## config.mk

```make
export PLATFORM = sky130hd
export DESIGN_NAME = pc_fetch_stage_flat
export DESIGN_NICKNAME = d
export VERILOG_FILES = /design/src/rtl/pc_fetch_stage_if.sv /design/src/rtl/pc_fetch_stage.sv /design/src/flat_wrapper.sv
export SDC_FILE = /design/constraint.sdc
export NUM_CORES = 1
export LEC_CHECK = 0
export CELL_PAD_IN_SITES_DETAIL_PLACEMENT = 1
export CELL_PAD_IN_SITES_GLOBAL_PLACEMENT = 1
export CORE_ASPECT_RATIO = 1.5
export CORE_UTILIZATION = 30
export DETAILED_ROUTE_END_ITERATION = 6
export HOLD_SLACK_MARGIN = 0.08
export PLACE_DENSITY = 0.75
export SKIP_LAST_GASP = 1
export SYNTH_ARGS = -nofsm -noshare
export SYNTH_HDL_FRONTEND = slang
export SYNTH_SLANG_ARGS = --single-unit
```

## constraint.sdc

```tcl
create_clock -name clk -period 2.52 [get_ports clk]
set_input_delay 0.504 -clock clk [delete_from_list [all_inputs] [get_ports clk]]
set_output_delay 0.504 -clock clk [all_outputs]
set_load 0.005 [all_outputs]
```

## src/rtl/pc_fetch_stage_if.sv

```systemverilog
// ---------------------------------------------------------------------------
// pc_fetch_stage_if
// Bundle of the fetch stage's hazard/redirect controls, the instruction ROM
// bus and the IF/ID pipeline register outputs.
//   master : used by the fetch stage (drives PC, IF/ID, status outputs)
//   slave  : used by the surrounding core / ROM (drives controls, ROM data)
// Signals:
//   Stall, Flush                 hazard controls from later stages
//   BranchTaken/BranchTarget     branch redirect
//   Jump/JumpTarget              j/jal redirect
//   JumpReg/JumpRegTarget        jr redirect
//   RomInstruction               combinational ROM read data for PC
//   PC                           current fetch byte address
//   IFID_Instruction/PCPlus4/Valid  IF/ID pipeline register
//   OutOfRange                   PC beyond the ROM depth (combinational)
//   AlignErr                     one-cycle pulse after a misaligned redirect
//   FetchCount                   saturating count of valid IF/ID loads
// ---------------------------------------------------------------------------
interface pc_fetch_stage_if #(
    parameter int DATA_WIDTH = 32
);
    logic                  Stall;
    logic                  Flush;
    logic                  BranchTaken;
    logic [DATA_WIDTH-1:0] BranchTarget;
    logic                  Jump;
    logic [DATA_WIDTH-1:0] JumpTarget;
    logic                  JumpReg;
    logic [DATA_WIDTH-1:0] JumpRegTarget;
    logic [DATA_WIDTH-1:0] RomInstruction;
    logic [DATA_WIDTH-1:0] PC;
    logic [DATA_WIDTH-1:0] IFID_Instruction;
    logic [DATA_WIDTH-1:0] IFID_PCPlus4;
    logic                  IFID_Valid;
    logic                  OutOfRange;
    logic                  AlignErr;
    logic [DATA_WIDTH-1:0] FetchCount;

    modport master (
        input  Stall, Flush,
        input  BranchTaken, BranchTarget,
        input  Jump, JumpTarget,
        input  JumpReg, JumpRegTarget,
        input  RomInstruction,
        output PC,
        output IFID_Instruction, IFID_PCPlus4, IFID_Valid,
        output OutOfRange, AlignErr, FetchCount
    );

    modport slave (
        output Stall, Flush,
        output BranchTaken, BranchTarget,
        output Jump, JumpTarget,
        output JumpReg, JumpRegTarget,
        output RomInstruction,
        input  PC,
        input  IFID_Instruction, IFID_PCPlus4, IFID_Valid,
        input  OutOfRange, AlignErr, FetchCount
    );
endinterface

```

## src/rtl/pc_fetch_stage.sv

```systemverilog
// ---------------------------------------------------------------------------
// pc_fetch_stage
// MIPS instruction-fetch stage: program counter, ROM address drive and the
// IF/ID pipeline register, steered by redirect/stall/flush requests.
// Ports:
//   clk    rising-edge clock
//   reset  asynchronous active-low reset
//   bus    pc_fetch_stage_if.master (controls, ROM bus, IF/ID outputs)
// ---------------------------------------------------------------------------
module pc_fetch_stage #(
    parameter int                    DATA_WIDTH   = 32,
    parameter int                    MEMORY_DEPTH = 32,
    parameter logic [DATA_WIDTH-1:0] RESET_PC     = 32'h0000_0000,
    parameter logic [DATA_WIDTH-1:0] NOP_WORD     = 32'h0000_0000
) (
    input  logic               clk,
    input  logic               reset,
    pc_fetch_stage_if.master   bus
);

    // Clear the byte-offset bits so the PC always points at a word.
    function automatic logic [DATA_WIDTH-1:0] word_align(input logic [DATA_WIDTH-1:0] addr);
        return {addr[DATA_WIDTH-1:2], 2'b00};
    endfunction

    logic [DATA_WIDTH-1:0] pc_r;
    logic [DATA_WIDTH-1:0] ifid_instr_r;
    logic [DATA_WIDTH-1:0] ifid_pcp4_r;
    logic                  ifid_valid_r;
    logic                  align_err_r;
    logic [DATA_WIDTH-1:0] fetch_count_r;

    logic [DATA_WIDTH-1:0] pc_plus4_s;
    logic                  out_of_range_s;
    logic                  redirect_s;
    logic [DATA_WIDTH-1:0] target_s;
    logic [DATA_WIDTH-1:0] pc_next_s;
    logic [DATA_WIDTH-1:0] ifid_instr_next_s;
    logic [DATA_WIDTH-1:0] ifid_pcp4_next_s;
    logic                  ifid_valid_next_s;
    logic                  align_err_next_s;
    logic [DATA_WIDTH-1:0] fetch_count_next_s;

    assign pc_plus4_s     = pc_r + DATA_WIDTH'(4);
    // Compare the word index against the ROM depth, zero-extended to full width.
    assign out_of_range_s = ({2'b00, pc_r[DATA_WIDTH-1:2]} >= DATA_WIDTH'(MEMORY_DEPTH));
    assign redirect_s     = bus.JumpReg | bus.Jump | bus.BranchTaken;

    // Redirect target selection, highest priority first.
    always_comb begin
        target_s = bus.BranchTarget;
        if (bus.JumpReg) begin
            target_s = bus.JumpRegTarget;
        end else if (bus.Jump) begin
            target_s = bus.JumpTarget;
        end else begin
            target_s = bus.BranchTarget;
        end
    end

    // Next PC, IF/ID contents, alignment flag and fetch counter.
    always_comb begin
        pc_next_s          = pc_r;
        ifid_instr_next_s  = ifid_instr_r;
        ifid_pcp4_next_s   = ifid_pcp4_r;
        ifid_valid_next_s  = ifid_valid_r;
        align_err_next_s   = 1'b0;
        fetch_count_next_s = fetch_count_r;
        if (redirect_s) begin
            // Redirect wins over stall and flush; the wrong-path fetch is dropped.
            pc_next_s         = word_align(target_s);
            ifid_instr_next_s = NOP_WORD;
            ifid_pcp4_next_s  = '0;
            ifid_valid_next_s = 1'b0;
            align_err_next_s  = (target_s[1:0] != 2'b00);
        end else if (bus.Stall && bus.Flush) begin
            ifid_instr_next_s = NOP_WORD;
            ifid_pcp4_next_s  = '0;
            ifid_valid_next_s = 1'b0;
        end else if (bus.Stall) begin
            pc_next_s = pc_r;
        end else if (bus.Flush) begin
            pc_next_s         = pc_plus4_s;
            ifid_instr_next_s = NOP_WORD;
            ifid_pcp4_next_s  = '0;
            ifid_valid_next_s = 1'b0;
        end else begin
            pc_next_s = pc_plus4_s;
            if (out_of_range_s) begin
                // Nothing real lives past the ROM; keep advancing but insert a bubble.
                ifid_instr_next_s = NOP_WORD;
                ifid_pcp4_next_s  = '0;
                ifid_valid_next_s = 1'b0;
            end else begin
                ifid_instr_next_s = bus.RomInstruction;
                ifid_pcp4_next_s  = pc_plus4_s;
                ifid_valid_next_s = 1'b1;
                if (fetch_count_r != '1) begin
                    fetch_count_next_s = fetch_count_r + DATA_WIDTH'(1);
                end else begin
                    fetch_count_next_s = fetch_count_r;
                end
            end
        end
    end

    // PC, IF/ID register and status registers.
    always_ff @(posedge clk or negedge reset) begin
        if (!reset) begin
            pc_r          <= RESET_PC;
            ifid_instr_r  <= NOP_WORD;
            ifid_pcp4_r   <= '0;
            ifid_valid_r  <= 1'b0;
            align_err_r   <= 1'b0;
            fetch_count_r <= '0;
        end else begin
            pc_r          <= pc_next_s;
            ifid_instr_r  <= ifid_instr_next_s;
            ifid_pcp4_r   <= ifid_pcp4_next_s;
            ifid_valid_r  <= ifid_valid_next_s;
            align_err_r   <= align_err_next_s;
            fetch_count_r <= fetch_count_next_s;
        end
    end

    assign bus.PC               = pc_r;
    assign bus.IFID_Instruction = ifid_instr_r;
    assign bus.IFID_PCPlus4     = ifid_pcp4_r;
    assign bus.IFID_Valid       = ifid_valid_r;
    assign bus.AlignErr         = align_err_r;
    assign bus.FetchCount       = fetch_count_r;
    assign bus.OutOfRange       = out_of_range_s;

endmodule

```

## src/flat_wrapper.sv

```systemverilog
// flat-port wrapper written by rule: the top's interface ports become plain ports
module pc_fetch_stage_flat 
#(
    parameter int                    DATA_WIDTH   = 32,
    parameter int                    MEMORY_DEPTH = 32,
    parameter logic [DATA_WIDTH-1:0] RESET_PC     = 32'h0000_0000,
    parameter logic [DATA_WIDTH-1:0] NOP_WORD     = 32'h0000_0000
)
  (clk, reset, bus_Stall, bus_Flush, bus_BranchTaken, bus_BranchTarget, bus_Jump, bus_JumpTarget, bus_JumpReg, bus_JumpRegTarget, bus_RomInstruction, bus_PC, bus_IFID_Instruction, bus_IFID_PCPlus4, bus_IFID_Valid, bus_OutOfRange, bus_AlignErr, bus_FetchCount);
  pc_fetch_stage_if #(.DATA_WIDTH(DATA_WIDTH)) bus_i ();
  input  logic clk;
  input  logic reset;
  input wire logic [$bits(bus_i.Stall)-1:0] bus_Stall;
  input wire logic [$bits(bus_i.Flush)-1:0] bus_Flush;
  input wire logic [$bits(bus_i.BranchTaken)-1:0] bus_BranchTaken;
  input wire logic [$bits(bus_i.BranchTarget)-1:0] bus_BranchTarget;
  input wire logic [$bits(bus_i.Jump)-1:0] bus_Jump;
  input wire logic [$bits(bus_i.JumpTarget)-1:0] bus_JumpTarget;
  input wire logic [$bits(bus_i.JumpReg)-1:0] bus_JumpReg;
  input wire logic [$bits(bus_i.JumpRegTarget)-1:0] bus_JumpRegTarget;
  input wire logic [$bits(bus_i.RomInstruction)-1:0] bus_RomInstruction;
  output wire logic [$bits(bus_i.PC)-1:0] bus_PC;
  output wire logic [$bits(bus_i.IFID_Instruction)-1:0] bus_IFID_Instruction;
  output wire logic [$bits(bus_i.IFID_PCPlus4)-1:0] bus_IFID_PCPlus4;
  output wire logic [$bits(bus_i.IFID_Valid)-1:0] bus_IFID_Valid;
  output wire logic [$bits(bus_i.OutOfRange)-1:0] bus_OutOfRange;
  output wire logic [$bits(bus_i.AlignErr)-1:0] bus_AlignErr;
  output wire logic [$bits(bus_i.FetchCount)-1:0] bus_FetchCount;
  assign bus_i.Stall = bus_Stall;
  assign bus_i.Flush = bus_Flush;
  assign bus_i.BranchTaken = bus_BranchTaken;
  assign bus_i.BranchTarget = bus_BranchTarget;
  assign bus_i.Jump = bus_Jump;
  assign bus_i.JumpTarget = bus_JumpTarget;
  assign bus_i.JumpReg = bus_JumpReg;
  assign bus_i.JumpRegTarget = bus_JumpRegTarget;
  assign bus_i.RomInstruction = bus_RomInstruction;
  assign bus_PC = bus_i.PC;
  assign bus_IFID_Instruction = bus_i.IFID_Instruction;
  assign bus_IFID_PCPlus4 = bus_i.IFID_PCPlus4;
  assign bus_IFID_Valid = bus_i.IFID_Valid;
  assign bus_OutOfRange = bus_i.OutOfRange;
  assign bus_AlignErr = bus_i.AlignErr;
  assign bus_FetchCount = bus_i.FetchCount;
  pc_fetch_stage #(.DATA_WIDTH(DATA_WIDTH), .MEMORY_DEPTH(MEMORY_DEPTH), .RESET_PC(RESET_PC), .NOP_WORD(NOP_WORD)) u_core (.clk(clk), .reset(reset), .bus(bus_i));
endmodule
```

==> summary.md <==
| Metric | Value |
|---|---|
| Pwr per Cell Area | `547 mW/mm^2` |
| Unique masters post-synth | `49` |
| GP Congestion | `0.766` |
| Status | `finished, final reports clean` |
| Non-Filler Cell Area, Final | `0.0100 sq mm` |
| Remaining global-route overflow | `0` |
| Rows | `64` |
| Max Slew Vio Count | `0` |
| Total track usage | `20.4%` |
| Most Crowded Layer GR | `met2` |
| # port buffers | `263` |
| Worst-case reg-to-reg path depth | `7` |
| M1 GR Usage | `22.0%` |
| Die height | `178 um` |
| Reg clk slew, reported paths | `0.07 ns` |
| Min-delay src | `u_core.bus.IFID_PCPlus4[9]` |
| CP Max Fanout | `4` |
| Total chip power | `5490 uW` |
| CTS H-Tree Depth | `4` |
| Warning count from the yosys run | `0` |
| Setup crit start | `u_core.bus.PC[25]` |
| CP max stage delay | `0.42 ns` |
| Reg2reg setup slack | `0.35 ns` |
| Seq/Total Area, Yosys | `51.2%` |
| CTS tree | `yes` |
| Chip width | `119 um` |
| Multi-input gate area | `0.00286 sq mm` |
| Area leader, netlist | `dfrtp_1` |
| CP Class | `flip-flop to output pin` |
| Number of global-route vias before repair | `6011` |
| Largest cells by area after synthesis | `dfrtp_1, a22o_1, xnor2_1` |
| Register area | `0.00318 sq mm` |
| First-pass GRT wire length | `33500 um` |
| Max-cap viol count | `0` |
| Num CTS Buffers | `17` |
| Ant diodes | `0` |
| Iter 0 DRT Violations | `187` |
| Clock Skew | `0.00951 ns` |
| Final hold viol count | `0` |
| Drt pass-1 iters | `4` |
| Met2 usage | `39.2%` |
| R2R Path Start | `u_core.bus.PC[3]` |
| Setup crit end kind | `output pin` |
| Required @ worst endpoint | `2.02 ns` |
| CP Launch Type | `flip-flop` |
| Fin crit period | `2.36 ns` |
| Synthesized cell area | `0.00621 sq mm` |
| Slowest CP cell | `dfrtp_1` |
| Post-route setup slack | `0.159 ns` |
| Hold crit path type | `flip-flop to flip-flop` |
| Post-synth top flop | `dfrtp_1` |
| Die area | `0.0213 sq mm` |
| Layout Nets | `1004` |
| Core ar. | `0.0203 sq mm` |
| Post-route ant nets | `0` |
| Fillcell total | `2218` |
| EDFF count, synth | `0` |
| Arrival time at the worst endpoint | `1.86 ns` |
| P&R area growth vs syn | `61.6%` |
| DP HPWL | `16200 um` |
| Commonest non-fill, non-tap cell in the layout | `clkdlybuf4s50_1` |
| Inst Count DP | `1107` |
| I/O Pins | `266` |
| Crit-path leading delay family | `simple AND/OR/NAND/NOR gates` |
| DP Worst Slack | `-0.0806 ns` |
| Clock latency reported for the late side of the worst-skew pair | `0.42 ns` |
| Worst setup path endpoint | `bus_OutOfRange` |
| Setup tns final | `0 ns` |
| Slew headroom | `65.3%` |
| Via count | `5693` |
| Least-Margin Pin Slew | `0.520 ns` |
| Clock Sink Count | `127` |
| Critical path buffers and inverters | `2` |
| Synthesized area per cell | `10.7 sq um` |
| Initial core utilization | `30.5%` |
| Met3 GRT Util | `4.06%` |
| #FFs+latches synth | `127` |
| Clock Tree Root | `clkbuf_16` |
| CP cell instances | `nor4_2 > nand4_1 > nor2_2 > inv_1 > dlygate4sd2_1` |
| Period Utilization, post-route | `93.7%` |
| Routed WL | `21500 um` |
| Most frequent cells in the layout | `clkdlybuf4s50_1, dfrtp_1, buf_4` |
| Avg WL per Cell | `18.8 um` |
| Reg2reg end | `u_core.bus.PC[22]` |
| CTS max path bufs | `2` |
| Leak | `0.00429 uW` |
| Setup violators final | `0` |
| Max IR drop VDD | `0.460 mV` |
| Vias/cell | `4.98` |
| Critical Path Stages | `5` |
| Placed Area | `0.00934 sq mm` |
| Mapped Cells | `581` |
| Synth top area share | `51.2%` |
| Initial antenna violation count | `0` |
| DR DRC count | `0` |
| Largest net degree at the start of global routing | `48` |
| Max Clk Rate | `424 MHz` |
| Fraction of registers with async set/reset | `100%` |
| Final cell count without fillers | `1143` |
| RSZ-0062 raised after global routing | `false` |
| Share of post-route cells with drive strength above 1 | `10.8%` |
## cells by family (layout without fill, tap and decap cells)
family | Yosys count | count (layout) | synth area share [%]
multiplexers | 23 | 23 | 3.73
buffers and inverters | 50 | 347 | 3.69
XOR/XNOR | 62 | 62 | 8.74
other | 1 | 2 | 0.0604
adder cells (fa/ha/maj) | 3 | 3 | 0.604
flip-flops | 127 | 127 | 51.2
AND/OR/NAND/NOR | 204 | 204 | 19.0
AO/OA/AOI/OAI | 111 | 111 | 13.0
## layout make-up
type                    instances  area share, %
well taps                     264           3.29
flip-flops and latches        127           31.7
clock buffers                  17           4.24
inverters                       8          0.299
clock inverters                15           1.96
multi-input cells             405           28.5
repair buffers                307           30.0
## worst register-to-register path: cells and delay by family, from the launching register on
| kind | cells | cell delay [ns] |
|---|---|---|
| and+or+nand+nor | 4 | 1.06 |
| DFF | 1 | 0.44 |
| AOI/OAI and AO/OA | 1 | 0.14 |
| adders and majority gates | 1 | 0.30 |
| xor gates and xnor gates | 1 | 0.16 |
## synth_stat cells (5+ instances only)
cell / count
a211oi_1: 21
a21oi_1: 28
a22o_1: 34
a22oi_1: 11
and2_1: 32
and3_1: 15
and4_1: 12
buf_2: 8
clkbuf_1: 25
dfrtp_1: 127
inv_1: 8
mux2i_1: 22
nand2_1: 25
nand3_1: 24
nand4_1: 20
nor2_1: 37
nor3_1: 17
nor4_1: 5
o221ai_1: 6
xnor2_1: 33
xor2_1: 29
## per-layer routing
metal / routed length (um) / vias up
met5: 0 / -
met4: 402 / 0
met3: 931 / 20
met2: 12100 / 171
met1: 8060 / 2825
li1: - / 2677
## sequential cells by signal, indices dropped and copies added, names as in the netlist
register and count:
u_core.bus.PC 30, u_core.bus.IFID_Instruction 32, u_core.bus.IFID_Valid 1, u_core.bus.IFID_PCPlus4 31
u_core.bus.FetchCount 32, u_core.bus.AlignErr 1
## what timing repair did
action,CTS,global route
hold buffers,1,0
buffers inserted,3,0
endpoints found under the hold margin,29,0
setup endpoints to repair,1,0
gates resized for setup,9,0
## how the worst min path moves through the flow
stage                                              to  slack (ns)  cells after the start
after global routing      u_core.bus.IFID_PCPlus4[22]        0.49                      1
after global placement    u_core.bus.IFID_PCPlus4[15]        0.47                      1
after detailed placement  u_core.bus.IFID_PCPlus4[24]        0.47                      1
final                      u_core.bus.IFID_PCPlus4[9]        0.48                      1
after floorplan                   u_core.bus.AlignErr        0.21                      0
after CTS                 u_core.bus.IFID_PCPlus4[24]        0.49                      1
## metrics by stage
step / hold slack [ns] / utilization, %
6_report: 0.483 / 49.3
2_1_floorplan: 0.208 / -
5_1_grt: 0.494 / 49.3
3_3_place_gp: 0.469 / 45.9
3_5_place_dp: 0.470 / 45.9
4_1_cts: 0.489 / 49.3
## report_power, final
part           switching [uW]  total (uW)  leakage, uW  internal [uW]
combinational             291         711      0.00228            421
sequential               69.7        2160      0.00170           2090
clock                    1030        2620     0.000302           1590
total                    1390        5490      0.00429           4100
Power figures use the tool's default switching activity.
